### config.mk
export PLATFORM = sky130hd
export DESIGN_NAME = btn_event_arbiter
export DESIGN_NICKNAME = d
export VERILOG_FILES = /design/src/rtl/btn_pkg.sv /design/src/rtl/btn_debounce.sv /design/src/rtl/btn_event_arbiter.sv
export SDC_FILE = /design/constraint.sdc
export NUM_CORES = 1
export LEC_CHECK = 0
export CORE_MARGIN = 2
export CORE_UTILIZATION = 30
export CTS_BUF_LIST = sky130_fd_sc_hd__clkbuf_4 sky130_fd_sc_hd__clkbuf_8
export DETAILED_ROUTE_END_ITERATION = 12
export PLACE_DENSITY = 0.46
export SYNTH_ARGS = -nofsm -noshare
export SYNTH_HDL_FRONTEND = slang
export SYNTH_SLANG_ARGS = --single-unit
### constraint.sdc
create_clock -name clk -period 3.9 [get_ports clk]
set_input_delay 0.975 -clock clk [delete_from_list [all_inputs] [get_ports clk]]
set_output_delay 0.975 -clock clk [all_outputs]
set_load 0.005 [all_outputs]
### src/rtl/btn_pkg.sv
`default_nettype none
// ============================================================================
// Module      : btn_pkg
// Description : Shared constants and helpers for the button event arbiter:
//               event-type encoding, default debounce length and a
//               width helper for counters.
// Revision    : 1.0 - initial release
// ============================================================================
package btn_pkg;

  // Event-type encoding carried in the FIFO and on evt_press.
  localparam logic EVT_PRESS   = 1'b1;
  localparam logic EVT_RELEASE = 1'b0;

  // Debounce length used when the integrator does not override it.
  localparam int DB_CYCLES_DEFAULT = 10000000;

  // Width of a counter that must hold values 0..value-1, never below 1 bit.
  function automatic int cnt_width(input int value);
    return (value > 1) ? $clog2(value) : 1;
  endfunction

endpackage
`default_nettype wire

### src/rtl/btn_debounce.sv
`default_nettype none
// ============================================================================
// Module      : btn_debounce
// Description : Two-flop synchronizer followed by a stable-count debouncer
//               for one button. Also reports whether the button has been
//               seen released since reset, so a button held through reset
//               does not generate a spurious press.
// Revision    : 1.0 - initial release
//
// Ports
//   clk       in   clock
//   rstn      in   asynchronous active-low reset
//   btn_raw   in   raw asynchronous button level (1 = pressed)
//   btn_level out  debounced level
//   btn_armed out  button observed released after reset
// ============================================================================
module btn_debounce
  import btn_pkg::*;
#(
  parameter int DB_CYCLES = DB_CYCLES_DEFAULT
) (
  input  logic clk,
  input  logic rstn,
  input  logic btn_raw,
  output logic btn_level,
  output logic btn_armed
);

  localparam int              c_cnt_w    = cnt_width(DB_CYCLES);
  localparam logic [c_cnt_w-1:0] c_cnt_last = c_cnt_w'(DB_CYCLES - 1);
  localparam logic [c_cnt_w-1:0] c_cnt_one  = c_cnt_w'(1);

  logic               r_sync1;
  logic               r_sync2;
  logic [c_cnt_w-1:0] r_cnt;
  logic               r_level;
  logic [1:0]         r_prime;
  logic               r_armed;

  always_ff @(posedge clk or negedge rstn) begin
    if (!rstn) begin
      r_sync1 <= 1'b0;
      r_sync2 <= 1'b0;
      r_cnt   <= '0;
      r_level <= 1'b0;
      r_prime <= 2'b00;
      r_armed <= 1'b0;
    end else begin
      r_sync1 <= btn_raw;
      r_sync2 <= r_sync1;
      // r_prime[1] marks that r_sync2 now reflects the real input rather
      // than the reset value of the synchronizer.
      r_prime <= {r_prime[0], 1'b1};

      if (r_sync2 == r_level) begin
        r_cnt <= '0;
      end else if (r_cnt == c_cnt_last) begin
        r_level <= r_sync2;
        r_cnt   <= '0;
      end else begin
        r_cnt <= r_cnt + c_cnt_one;
      end

      // Arm only once the button is genuinely seen released and settled.
      if (r_prime[1] && !r_sync2 && !r_level) begin
        r_armed <= 1'b1;
      end
    end
  end

  assign btn_level = r_level;
  assign btn_armed = r_armed;

endmodule
`default_nettype wire

### src/rtl/btn_event_arbiter.sv
`default_nettype none
// ============================================================================
// Module      : btn_event_arbiter
// Description : Debounces N_BTN buttons, turns level changes into per-button
//               pending events, arbitrates them round-robin into a
//               first-word-fall-through event FIFO.
// Revision    : 1.0 - initial release
//
// Build option
//   BTN_RELEASE_EVT_EN  defined: 1->0 level changes also emit release events.
//                       undefined: press events only, evt_press tied to 1.
//
// Ports
//   clk        in   clock
//   rstn       in   asynchronous active-low reset
//   btn_raw    in   [N_BTN] raw button levels (1 = pressed)
//   btn_level  out  [N_BTN] debounced levels
//   evt_valid  out  FIFO head holds an event
//   evt_ready  in   consumer accepts head event
//   evt_id     out  [$clog2(N_BTN)] button index of head event
//   evt_press  out  head event type, 1 = press, 0 = release
//   evt_ovf    out  sticky: an event was dropped
// ============================================================================
module btn_event_arbiter
  import btn_pkg::*;
#(
  parameter int N_BTN      = 4,
  parameter int DB_CYCLES  = DB_CYCLES_DEFAULT,
  parameter int FIFO_DEPTH = 4
) (
  input  logic                     clk,
  input  logic                     rstn,
  input  logic [N_BTN-1:0]         btn_raw,
  output logic [N_BTN-1:0]         btn_level,
  output logic                     evt_valid,
  input  logic                     evt_ready,
  output logic [$clog2(N_BTN)-1:0] evt_id,
  output logic                     evt_press,
  output logic                     evt_ovf
);

  localparam int                 c_id_w    = $clog2(N_BTN);
  localparam int                 c_ptr_w   = $clog2(FIFO_DEPTH);
  localparam logic [c_id_w-1:0]  c_id_one  = c_id_w'(1);
  localparam logic [c_id_w-1:0]  c_id_last = c_id_w'(N_BTN - 1);
  localparam logic [c_ptr_w:0]   c_ptr_one = (c_ptr_w + 1)'(1);

  logic [N_BTN-1:0]  w_armed;
  logic [N_BTN-1:0]  r_level_d;
  logic [N_BTN-1:0]  w_rise;
  logic [N_BTN-1:0]  w_new;
  logic [N_BTN-1:0]  r_pend;
  logic [N_BTN-1:0]  w_clr;
  logic [N_BTN-1:0]  w_load;
  logic [N_BTN-1:0]  w_drop;
  logic [c_id_w-1:0] r_rr_ptr;
  logic [c_id_w-1:0] w_gnt_id;
  logic [c_id_w-1:0] w_rr_next;
  logic              w_any;
  logic              r_ovf;
  logic [c_ptr_w:0]  r_wr_ptr;
  logic [c_ptr_w:0]  r_rd_ptr;
  logic              w_empty;
  logic              w_full;
  logic              w_push;
  logic              w_pop;
  logic [c_id_w-1:0] r_mem_id [FIFO_DEPTH];

  // --------------------------------------------------------------------------
  // Per-button synchronizer and debouncer
  // --------------------------------------------------------------------------
  for (genvar gi = 0; gi < N_BTN; gi++) begin : g_btn
    btn_debounce #(
      .DB_CYCLES (DB_CYCLES)
    ) u_debounce (
      .clk       (clk),
      .rstn      (rstn),
      .btn_raw   (btn_raw[gi]),
      .btn_level (btn_level[gi]),
      .btn_armed (w_armed[gi])
    );
  end

  // --------------------------------------------------------------------------
  // Level-change detection; unarmed buttons (held through reset) are ignored
  // --------------------------------------------------------------------------
  assign w_rise = btn_level & ~r_level_d & w_armed;
`ifdef BTN_RELEASE_EVT_EN
  logic [N_BTN-1:0] w_fall;
  assign w_fall = ~btn_level & r_level_d & w_armed;
  assign w_new  = w_rise | w_fall;
`else
  assign w_new  = w_rise;
`endif

  // --------------------------------------------------------------------------
  // Round-robin arbiter: first pending index at or after r_rr_ptr
  // --------------------------------------------------------------------------
  function automatic logic [c_id_w-1:0] rot_idx(input logic [c_id_w-1:0] base,
                                                input int off);
    int sum;
    sum = int'(base) + off;
    if (sum >= N_BTN) sum = sum - N_BTN;
    return c_id_w'(sum);
  endfunction

  always_comb begin
    w_any    = 1'b0;
    w_gnt_id = '0;
    for (int k = 0; k < N_BTN; k++) begin
      if (!w_any && r_pend[rot_idx(r_rr_ptr, k)]) begin
        w_any    = 1'b1;
        w_gnt_id = rot_idx(r_rr_ptr, k);
      end
    end
  end

  assign w_rr_next = (w_gnt_id == c_id_last) ? '0 : w_gnt_id + c_id_one;

  // --------------------------------------------------------------------------
  // FIFO status; a pop in the same cycle does not free a slot for a push
  // --------------------------------------------------------------------------
  assign w_empty = (r_wr_ptr == r_rd_ptr);
  assign w_full  = (r_wr_ptr[c_ptr_w] != r_rd_ptr[c_ptr_w]) &&
                   (r_wr_ptr[c_ptr_w-1:0] == r_rd_ptr[c_ptr_w-1:0]);
  assign w_push  = w_any && !w_full;
  assign w_pop   = !w_empty && evt_ready;

  always_comb begin
    w_clr = '0;
    if (w_push) w_clr[w_gnt_id] = 1'b1;
  end

  // A slot being granted this cycle is free for a newly arriving event.
  assign w_load = w_new & (~r_pend | w_clr);
  assign w_drop = w_new & r_pend & ~w_clr;

  always_ff @(posedge clk or negedge rstn) begin
    if (!rstn) begin
      r_level_d <= '0;
      r_pend    <= '0;
      r_rr_ptr  <= '0;
      r_ovf     <= 1'b0;
      r_wr_ptr  <= '0;
      r_rd_ptr  <= '0;
    end else begin
      r_level_d <= btn_level;
      r_pend    <= (r_pend & ~w_clr) | w_load;
      r_ovf     <= r_ovf | (|w_drop);
      if (w_push) begin
        r_wr_ptr <= r_wr_ptr + c_ptr_one;
        r_rr_ptr <= w_rr_next;
      end
      if (w_pop) begin
        r_rd_ptr <= r_rd_ptr + c_ptr_one;
      end
    end
  end

  // Storage is not reset: contents are only observable while non-empty.
  always_ff @(posedge clk) begin
    if (w_push) r_mem_id[r_wr_ptr[c_ptr_w-1:0]] <= w_gnt_id;
  end

`ifdef BTN_RELEASE_EVT_EN
  logic [N_BTN-1:0] r_ptype;
  logic             r_mem_type [FIFO_DEPTH];

  always_ff @(posedge clk or negedge rstn) begin
    if (!rstn) begin
      r_ptype <= '0;
    end else begin
      for (int i = 0; i < N_BTN; i++) begin
        if (w_load[i]) r_ptype[i] <= w_rise[i] ? EVT_PRESS : EVT_RELEASE;
      end
    end
  end

  always_ff @(posedge clk) begin
    if (w_push) r_mem_type[r_wr_ptr[c_ptr_w-1:0]] <= r_ptype[w_gnt_id];
  end

  assign evt_press = r_mem_type[r_rd_ptr[c_ptr_w-1:0]];
`else
  assign evt_press = EVT_PRESS;
`endif

  assign evt_valid = !w_empty;
  assign evt_id    = r_mem_id[r_rd_ptr[c_ptr_w-1:0]];
  assign evt_ovf   = r_ovf;

endmodule
`default_nettype wire

# Word level (Yosys, flattened, before mapping)
# Memories as Yosys holds them, arrays and structs flattened.
# Index checks and enable logic that the tools add are counted.
[totals]
ff_bits = 137
ramBits = 8
in_bits = 7
output_inout_bits = 9
word_cells = 150
mem_count = 1
[op_classes]
addsub = 14
magnitude_cmp = 10
n_eq_ne = 12
n_mux = 34
bitwise = 16
reduce_logical = 33
[mem_list]
columns = ["memory", "depth", "width", "rd", "rd_ports_with_merged_regs", "wr", "line_no", "text"]
rows = [
  ["r_mem_id", 4, 2, 1, 0, 1, "btn_event_arbiter.sv:67", "logic [c_id_w-1:0] r_mem_id [FIFO_DEPTH];"],
]
[ops]
columns = ["op", "n"]
rows = [
  ["2-to-1 mux 24 bit", 8],
  ["adder 24 x 1 -> 24 bit, second input constant", 4],
  ["equality test 24 bit, second input constant", 4],
  ["AND 4 bit", 6],
  ["2-to-1 mux 2 bit", 9],
  ["logical AND 1 bit", 15],
  ["< comparator 2 x 3 -> 1 bit, second input constant", 5],
  ["zero test 1 bit", 13],
  ["NOT 4 bit", 3],
  ["2-to-1 mux 1 bit", 11],
  [">= comparator 3 bit, second input constant", 3],
  ["binary-select mux 1 bit (select 2 bit)", 4],
  ["OR 4 bit", 2],
  ["AND reduction 2 bit", 4],
  ["subtractor 2 x 1 -> 2 bit, second input constant", 4],
  ["adder 2 x 2 -> 3 bit, second input constant", 2],
  ["adder 3 x 1 -> 3 bit, second input constant", 2],
  ["equality test 1 bit", 4],
  ["2-to-1 mux 4 bit", 1],
  ["NOT 1 bit", 4],
  ["OR reduction 4 bit", 1],
  ["adder 2 x 1 -> 3 bit, second input constant", 1],
  ["equality test 3 bit", 1],
  [">= comparator 2 x 3 -> 1 bit, second input constant", 1],
  ["other kinds (7)", 7],
]

# Longest topological paths before layout
# Gate-level depths: netlist of the first run.
[depth]
depth_word = 23
ltp_mapped = 8

# Hierarchy
# From an unflattened synthesis of the first run, not the netlist that was laid out.
[unflattened]
hier_cells = 659
hier_area_um2 = 6970.4
[by_module_without_submodules]
columns = ["module", "n_inst", "cells_each", "area_each_um2", "seq_area_each_um2"]
rows = [
  ["btn_debounce", 4, 140, 1420.1, 750.7],
  ["btn_event_arbiter", 1, 99, 1290.0, 665.6],
]

# Worst setup path before layout of the first run
# OpenSTA, ideal clock, no wires.
[synth_path]
kind = "register -> output"
startpoint = "reg r_rd_ptr[0]"
endpoint = "out evt_id[0]"
t_arrival_ns = 1.009
required_time_ns = 2.925
slack_ns = 1.916
stages_incl_launch_ff = 3
n_path_buf = 1
cell_sequence = "dfrtp_1 -> buf_2 -> mux4_2"
[synth_between]
elab_chain_len = 1
[synth_lines]
columns = ["element", "line_no", "text"]
rows = [
  ["from (decl)", "btn_event_arbiter.sv:62", "logic [c_ptr_w:0] r_rd_ptr;"],
  ["from (signal assigned)", "btn_event_arbiter.sv:155", "r_rd_ptr <= r_rd_ptr + c_ptr_one;"],
  ["memory read (4 x 2 bit)", "-", ""],
  ["to (decl)", "btn_event_arbiter.sv:37", "output logic [$clog2(N_BTN)-1:0] evt_id,"],
]
# Every way passes these cells.

# Worst setup path in the final report of the first run
[layout_path]
startpoint = "reg r_rd_ptr[0]"
endpoint = "out evt_id[1]"
# The elaborated chain is that of the path after synthesis.

==> out/qor.yml, run 1 <==
placement:
  io_buffers: 14
  dpl_cell_area_sq_um: 7270
  gp_congestion: 0.797
  place_hpwl_mm: 9.25
sta:
  rsz0062_at_grt: "false"
  slew_violations: 0
  finalSetupViolCount: 0
  finalHoldViolCount: 0
  relSlewSlack_pct: 29.2
  worst_pin_slew_ps: 1060
  whs_ps: 352
  fin_crit_sh_pct: 75.6
  max_freq_mhz: 339
  setup_tns_ps: 0
  post-route-min-period_ps: 2950
  skew_ps: 14.4
clock_tree:
  clk_pin_slew_ps: 80
  cts_tree: "done"
  ctsResizeCount: 0
  cts_sinks: 139
  root_buffer: "clkbuf_8"
  htree_levels: 4
  clk_latency_ps: 450
  cts_hold_buf: 0
  post_cts_buffers: 0
  cts_buffer_depth: 2
  cts_made_buffers: 17
floorplan:
  die_y_um: 155
  dieArea_sq_um: 24100
  row_count: 55
  die_w_um: 155
  core_sq_um: 22500
  io-pin-count: 16
  initial_core_util_pct: 30.5
power:
  vdd_ir_drop_max_uv: 186
  switching_power_mw: 0.635
  pwr-share-clk_pct: 50.6
  fin_total_pwr_mw: 3.16
  internal-power_mw: 2.52
  p_comb_share_pct: 2.4
  switching_share_pct: 20.1
  p_per_area_nw_per_um2: 403
  seqPwrFrac_pct: 47.0
  power.leakage_nw: 3.08
global_route:
  grt-busiest-layer: "met2"
  track_usage_pct: 12.2
  use_met2_pct: 20.1
  gr-usage-met1_pct: 15.5
  grtUsageMet3_pct: 2.76
  grt_overflow: 0
  grt_pass1_vias: 5047
  antenna_found_initial: 0
  grt_max_degree: 115
  grt_pass1_wl_mm: 24.0
critical_path:
  path_max_fanout: 6
  slowest_stage: "mux4_2"
  arrival_ps: 1970
  cp-start-kind: "flip-flop"
  cp_num_cells: 2
  cp_cell_sequence: "mux4_2, clkdlybuf4s50_1"
  endpoint_kind: "primary output"
  cp_slowest_stage_delay_ps: 540
  rr_worst_depth: 5
  worstPathRequired_ps: 2920
  path_buf_inv: 1
  critical_path_class: "reg -> out"
  crit_family: "multiplexers"
drt:
  vias: 5008
  drt-initial-drc-count: 263
  drc: 0
  ant_nets: 0
  avgViaCountPerCell: 5.10
  routed_wl_mm: 13.9
  dr.pass1.iters: 4
  routedWlPerCell_um: 14.2
synthesis:
  synth.ff_latch_count: 139
  yosys_most_used_dff: "dfrtp_1"
  async_reset_ff_share_pct: 94.2
  synth-edff-count: 8
  synth.largest_area_cell: "dfrtp_1"
  yosysWarnings: 0
  syn-cell-area_sq_um: 6860
  synth_area_per_cell_sq_um: 10.2
  synth_area_leaders: "dfrtp_1 (48%), xnor2_1 (5.2%), nor2_1 (4.0%), edfxtp_1 (3.5%), xor2_1 (3.4%)"
  ys_seq_area_share_pct: 51.3
  synth.distinct_cells: 54
  synth_top_area_share_pct: 47.8
  syn-instance-count: 671
final_layout:
  drive_gt1_share_pct: 8.18
  nets: 704
  area_growth_pct: 14.1
  final_area_sq_um: 7820
  n_fill_cell: 2226
  antenna_cells: 0
worst_hold_path:
  hold_path.class: "reg -> reg"
  hold_path_depth: 0
run:
  drv_cap: 0
status:
  outcome: "completed"
==> routing by layer <==
layer | part of all wire (%) | vias up
li1 | - | 2437
met1 | 48 | 2481
met2 | 48 | 75
met3 | 2.5 | 15
met4 | 1.3 | 0
met5 | 0 | -
==> Yosys cell counts, types with 2 or more instances <==
cell type,number
nor4bb_1,2
and3_1,12
nand2b_1,3
mux2_2,5
nor4_2,2
o31ai_1,19
nor2_1,73
o41ai_1,3
buf_2,12
xnor2_1,41
nor4_1,17
buf_4,5
nor4b_1,5
a21o_1,8
nand2_1,40
ha_1,13
or4_1,20
edfxtp_1,8
nand4_1,21
mux2i_1,2
or2_2,4
and4_1,9
a21oi_1,31
nor3_1,20
o31ai_2,2
and2_1,11
nand3_1,39
xor2_1,27
inv_1,24
dfrtp_1,131
o21ai_0,17
clkbuf_1,7
nand3b_1,5
or3_1,10
a211oi_1,3
mux4_2,2
==> power by group through the flow <==
stage	combinational, mW	sequential (mW)	clock, mW
2_1_floorplan	0.0352	1.51	0
3_3_place_gp	0.0792	1.51	0
3_5_place_dp	0.0801	1.51	0
4_1_cts	0.0808	1.48	1.64
5_1_grt	0.0891	1.49	1.70
6_report	0.0758	1.48	1.60
==> cell type report <==
class / instances / area, sq um / share of cell area, %
Sequential cell: 139 / 3520 / 45.0
Multi-Input combinational cell: 484 / 3130 / 40.1
Tap cell: 285 / 357 / 4.56
Clock buffer: 22 / 297 / 3.79
Clock inverter: 10 / 256 / 3.28
Timing Repair Buffer: 18 / 171 / 2.19
Inverter: 24 / 90.1 / 1.15
==> cells by family (layout without fill, tap and decap cells) <==
logic type               count (synthesis)  count (layout)  synth area share [%]
AO/OA/AOI/OAI                           94              94                  9.00
XOR/XNOR                                68              68                  8.69
adder cells (fa/ha/maj)                 13              13                  2.37
buffers and inverters                   49              74                  3.19
flip-flops                             139             139                  51.3
multiplexers                             9               9                  1.77
other                                    1               2                0.0547
AND/OR/NAND/NOR                        298             298                  23.6
==> flip-flops by register name, summed over array words and instances (netlist names), 3 cells and up <==
| name | cells |
|---|---|
| g_btn.u_debounce.r_sync1 | 4 |
| r_level_d | 4 |
| g_btn.u_debounce.btn_level | 4 |
| g_btn.u_debounce.r_sync2 | 4 |
| g_btn.u_debounce.r_cnt | 96 |
| r_mem_id | 8 |
| r_rd_ptr | 3 |
| g_btn.u_debounce.btn_armed | 4 |
| r_pend | 4 |
| r_wr_ptr | 3 |
==> cells in the final DEF, fill, tap and decap left out, drive strengths merged, types with 8 or more instances in the layout <==
master         instances
a21o                   8
a21oi                 31
and2                  11
and3                  12
and4                   9
bufinv                 8
clkbuf                22
clkdlybuf4s50         13
dfrtp                131
edfxtp                 8
ha                    13
inv                   25
nand2                 40
nand3                 40
nand4                 22
nor2                  73
nor3                  20
nor4                  19
o21ai                 18
o31ai                 21
or3                   10
or4                   21
xnor2                 41
xor2                  27
==> per-stage QoR <==
step / std cells / setup WS (ps) / utilization (%)
5_1_grt: 982 / 844 / 34.8
6_report: 982 / 951 / 34.8
2_1_floorplan: 672 / 1920 / -
3_3_place_gp: 950 / 1440 / 32.3
3_5_place_dp: 950 / 1410 / 32.3
4_1_cts: 982 / 898 / 34.8
==> path summary, 6_finish.rpt <==
path	endpoint	slack [ps]	start
max in group asynchronous	g_btn[0].u_debounce.r_cnt[15]	2330	rstn
min in group asynchronous	g_btn[1].u_debounce.r_cnt[16]	650	rstn
max reg2reg	g_btn[0].u_debounce.r_cnt[14]	1450	g_btn[0].u_debounce.r_cnt[2]
min	g_btn[0].u_debounce.r_sync2	350	g_btn[0].u_debounce.r_sync1
min reg2reg	g_btn[0].u_debounce.r_sync2	350	g_btn[0].u_debounce.r_sync1
max	evt_id[1]	950	r_rd_ptr[0]
Power figures use the tool's default switching activity.
==> run 2, diff against run 1 <==
clock period = 2.8 ns   (was 3.9 ns; I/O delays follow)
==> run 2 against run 1 <==
Net effect: clock skew down 4.3 ps; power up 18%; final cell count increased by 0.81%; register-to-register slack lost 790 ps; sequential share of layout area is 0.66 points higher; non-clock buffer count increased by 9; sequential power rose by 40%; routed wire length fell by 1.3%; largest power group is now registers.
==> out/qor.yml, run 2 (synthesis results as in run 1) <==
floorplan:
  die_w_um: 155
  die_y_um: 155
  row_count: 55
  initial_core_util_pct: 30.5
  core_sq_um: 22500
  dieArea_sq_um: 24100
  io-pin-count: 16
status:
  outcome: "completed"
critical_path:
  path_max_fanout: 6
  rr_worst_depth: 8
  critical_path_class: "reg -> out"
  endpoint_kind: "primary output"
  r2r_slack_ps: 660
  cp-start-kind: "flip-flop"
  arrival_ps: 1970
  r2r_start: "r_pend[3]"
  worstPathRequired_ps: 2100
  r2r-end: "evt_ovf"
final_layout:
  largest-register: "g_btn.u_debounce.r_cnt"
  area_growth_pct: 12.5
  final_area_sq_um: 7710
  antenna_cells: 0
  layout_commonest_cell: "dfrtp_1"
  drive_gt1_share_pct: 9.08
  largest_reg_flops: 96
  nets: 713
  layout_common_cells: "dfrtp_1 (131), nor2_1 (73), xnor2_1 (41), nand2_1 (40), nand3_1 (39)"
sta:
  rsz0062_at_grt: "false"
  slew_violations: 0
  skew_ps: 10.1
  setup_tns_ps: 0
  finalSetupViolCount: 0
  worst_pin_slew_ps: 686
  whs_ps: 216
  max_freq_mhz: 375
  post-route-min-period_ps: 2670
  relSlewSlack_pct: 54.1
  fin_crit_sh_pct: 95.3
  finalHoldViolCount: 0
placement:
  io_buffers: 14
  place_hpwl_mm: 9.41
  gp_congestion: 0.773
  dpl_cell_area_sq_um: 7340
global_route:
  grt_overflow: 0
  antenna_found_initial: 0
  grt_pass1_vias: 5053
  grt_max_degree: 58
  track_usage_pct: 12.2
  grt_pass1_wl_mm: 23.9
clock_tree:
  htree_levels: 4
  cts_sinks: 139
  cts_made_buffers: 17
  cts_buffer_depth: 2
  post_cts_buffers: 0
  ctsResizeCount: 0
  cts_tree: "done"
  cts_hold_buf: 0
  clk_pin_slew_ps: 80
  clk_latency_ps: 440
  root_buffer: "clkbuf_8"
run:
  drv_cap: 0
power:
  p_per_area_nw_per_um2: 483
  power.leakage_nw: 3.03
  vdd_ir_drop_max_uv: 264
drt:
  dr.pass1.iters: 5
  drt-initial-drc-count: 294
  ant_nets: 0
  avgViaCountPerCell: 5.04
  routed_wl_mm: 13.8
  routedWlPerCell_um: 13.9
  drc: 0
  vias: 4991
worst_hold_path:
  hold_path.class: "in -> async"
==> run 2: cell types whose count changed in the layout (fill, tap and decap cells not counted), sizes merged <==
cell      change
buf           +9
bufinv        -7
clkbuf        -1
clkinv        +4
clkinvlp      +4
inv           -1
==> run 2: final cells by class <==
type / instances / area (sq um)
flip-flops and latches: 139 / 3520
inverters: 24 / 90.1
clock inverters: 10 / 95.1
repair buffers: 27 / 251
well taps: 285 / 357
fillers: 2221 / 14800
multi-input cells: 484 / 3120
clock buffers: 21 / 277
==> run 2: per-stage QoR <==
stage,cells,total power [mW],worst slack (ps),util [%]
floorplan,672,2.15,825,-
global placement,959,2.22,614,32.6
detailed placement,959,2.23,594,32.6
CTS,990,3.79,89.2,34.3
global route,990,3.90,31.8,34.3
finish,990,3.72,132,34.3
==> run 2: worst max-delay path by stage <==
stage,from,end,cells past startpoint
after floorplan,g_btn[0].u_debounce.r_cnt[0],g_btn[0].u_debounce.r_cnt[10],6
after global placement,r_rd_ptr[0],evt_id[1],2
after detailed placement,r_rd_ptr[0],evt_id[0],2
after CTS,r_rd_ptr[0],evt_id[0],2
after global routing,r_wr_ptr[2],evt_valid,3
final,r_rd_ptr[0],evt_id[0],2
==> run 2: critical path: stages, from the launching register on <==
cell and delay [ps]:
dfrtp_1 530, mux4_2 550, clkdlybuf4s50_1 460
==> run 2: metal layers <==
| metal | routed length (um) | share of wire [%] | global-route usage [%] |
|---|---|---|---|
| met1 | 6660 | 48 | 15.7 |
| met2 | 6600 | 48 | 19.9 |
| met3 | 371 | 2.7 | 2.95 |
| met4 | 133 | 0.97 | 4.54 |
| met5 | 0 | 0 | 0 |
==> run 2: report_power, final <==
part	switching, mW	total, mW	internal (mW)
Clock	0.777	1.54	0.762
Combinational	0.0794	0.116	0.0363
Sequential	0.0246	2.07	2.04
==> run 3, diff against run 2 <==
MAX_ROUTING_LAYER = met4   (was unset)
==> run 3 against run 2 <==
Net effect: cell area unchanged; combinational power about the same; sequential power about the same; clock skew about the same; final cell count unchanged; sequential cell count unchanged; largest cell class unchanged.
==> out/qor.yml, run 3 (synthesis results as in run 1) <==
status:
  outcome: "completed"
power:
  vdd_ir_drop_max_uv: 264
  p_per_area_nw_per_um2: 483
  power.leakage_nw: 3.03
  fin_total_pwr_mw: 3.72
critical_path:
  cp-start-kind: "flip-flop"
  critical_path_class: "reg -> out"
  worstPathRequired_ps: 2100
  endpoint_kind: "primary output"
  path_max_fanout: 6
  arrival_ps: 1970
floorplan:
  initial_core_util_pct: 30.5
  die_y_um: 155
  io-pin-count: 16
  row_count: 55
  core_sq_um: 22500
  dieArea_sq_um: 24100
  die_w_um: 155
global_route:
  grt_overflow: 0
  track_usage_pct: 12.6
  grt_pass1_vias: 5045
  antenna_found_initial: 0
  grt_pass1_wl_mm: 23.9
  grt_max_degree: 58
placement:
  io_buffers: 14
  place_hpwl_mm: 9.41
  dp_slack_ps: 594
  gp_congestion: 0.784
clock_tree:
  clk_pin_slew_ps: 80
  cts_buffer_depth: 2
  root_buffer: "clkbuf_8"
  htree_levels: 4
  post_cts_buffers: 0
  cts_tree: "done"
  cts_made_buffers: 17
  ctsResizeCount: 0
  cts_sinks: 139
  clk_latency_ps: 440
  cts_hold_buf: 0
sta:
  fin_crit_sh_pct: 95.2
  slew_violations: 0
  finalSetupViolCount: 0
  relSlewSlack_pct: 54.1
  post-route-min-period_ps: 2670
  setup_tns_ps: 0
  skew_ps: 9.82
  worst_pin_slew_ps: 686
  max_freq_mhz: 375
  finalHoldViolCount: 0
  layout_setup_ws_ps: 133
  rsz0062_at_grt: "false"
final_layout:
  nets: 713
  layout_common_cells: "dfrtp_1 (131), nor2_1 (73), xnor2_1 (41), nand2_1 (40), nand3_1 (39)"
  largest-register: "g_btn.u_debounce.r_cnt"
  antenna_cells: 0
  layout_commonest_cell: "dfrtp_1"
  drive_gt1_share_pct: 9.08
  largest_reg_flops: 96
  area_growth_pct: 12.5
drt:
  avgViaCountPerCell: 5.07
  vias: 5015
  ant_nets: 0
  drt-initial-drc-count: 310
  dr.pass1.iters: 5
  drc: 0
  routedWlPerCell_um: 13.9
  routed_wl_mm: 13.7
run:
  drv_cap: 0
worst_hold_path:
  hold_path.class: "in -> async"
-- run 3: power breakdown --
part | leakage, nW | total (mW) | internal, mW | switching [mW]
clock network | 0.177 | 1.54 | 0.762 | 0.777
logic | 1.02 | 0.116 | 0.0363 | 0.0795
registers | 1.83 | 2.07 | 2.04 | 0.0247
-- run 3: stage by stage --
| step | hold WS [ps] | std cells | area, sq um | util [%] |
|---|---|---|---|---|
| floorplan | 331 | 672 | 6860 | - |
| global placement | 333 | 959 | 7340 | 32.6 |
| detailed placement | 340 | 959 | 7340 | 32.6 |
| CTS | 224 | 990 | 7710 | 34.3 |
| global route | 240 | 990 | 7710 | 34.3 |
| finish | 221 | 990 | 7710 | 34.3 |
-- run 3: cell type report --
cell class	instances	area (sq um)
tap	285	357
sequential	139	3520
multi-input combinational	484	3120
clock buffer	21	277
clock inverter	10	95.1
inverter	24	90.1
timing repair buffer	27	251
fill	2221	14800
-- run 3: metal layers --
metal  global-route usage, %  share of wire [%]
met1                    15.8                 48
met2                    19.9                 48
met3                    2.95                2.8
met4                    4.54                1.2
met5                       -                  0
-- run 3: critical path: stages (launching register included) --
cell and delay [ps]:
dfrtp_1 530, mux4_2 550, clkdlybuf4s50_1 460
-- run 3: final timing paths --
path | depth (start not counted) | start | slack [ps] | to
setup / recovery | 2 | r_rd_ptr[0] | 130 | evt_id[0]
hold / removal | 1 | rstn | 220 | g_btn[1].u_debounce.r_cnt[10]
setup reg to reg | 8 | r_pend[3] | 670 | evt_ovf
hold reg to reg | 0 | g_btn[3].u_debounce.r_sync1 | 360 | g_btn[3].u_debounce.r_sync2
max in group asynchronous | 2 | rstn | 1770 | r_wr_ptr[0]
min in group clk | 0 | g_btn[3].u_debounce.r_sync1 | 360 | g_btn[3].u_debounce.r_sync2
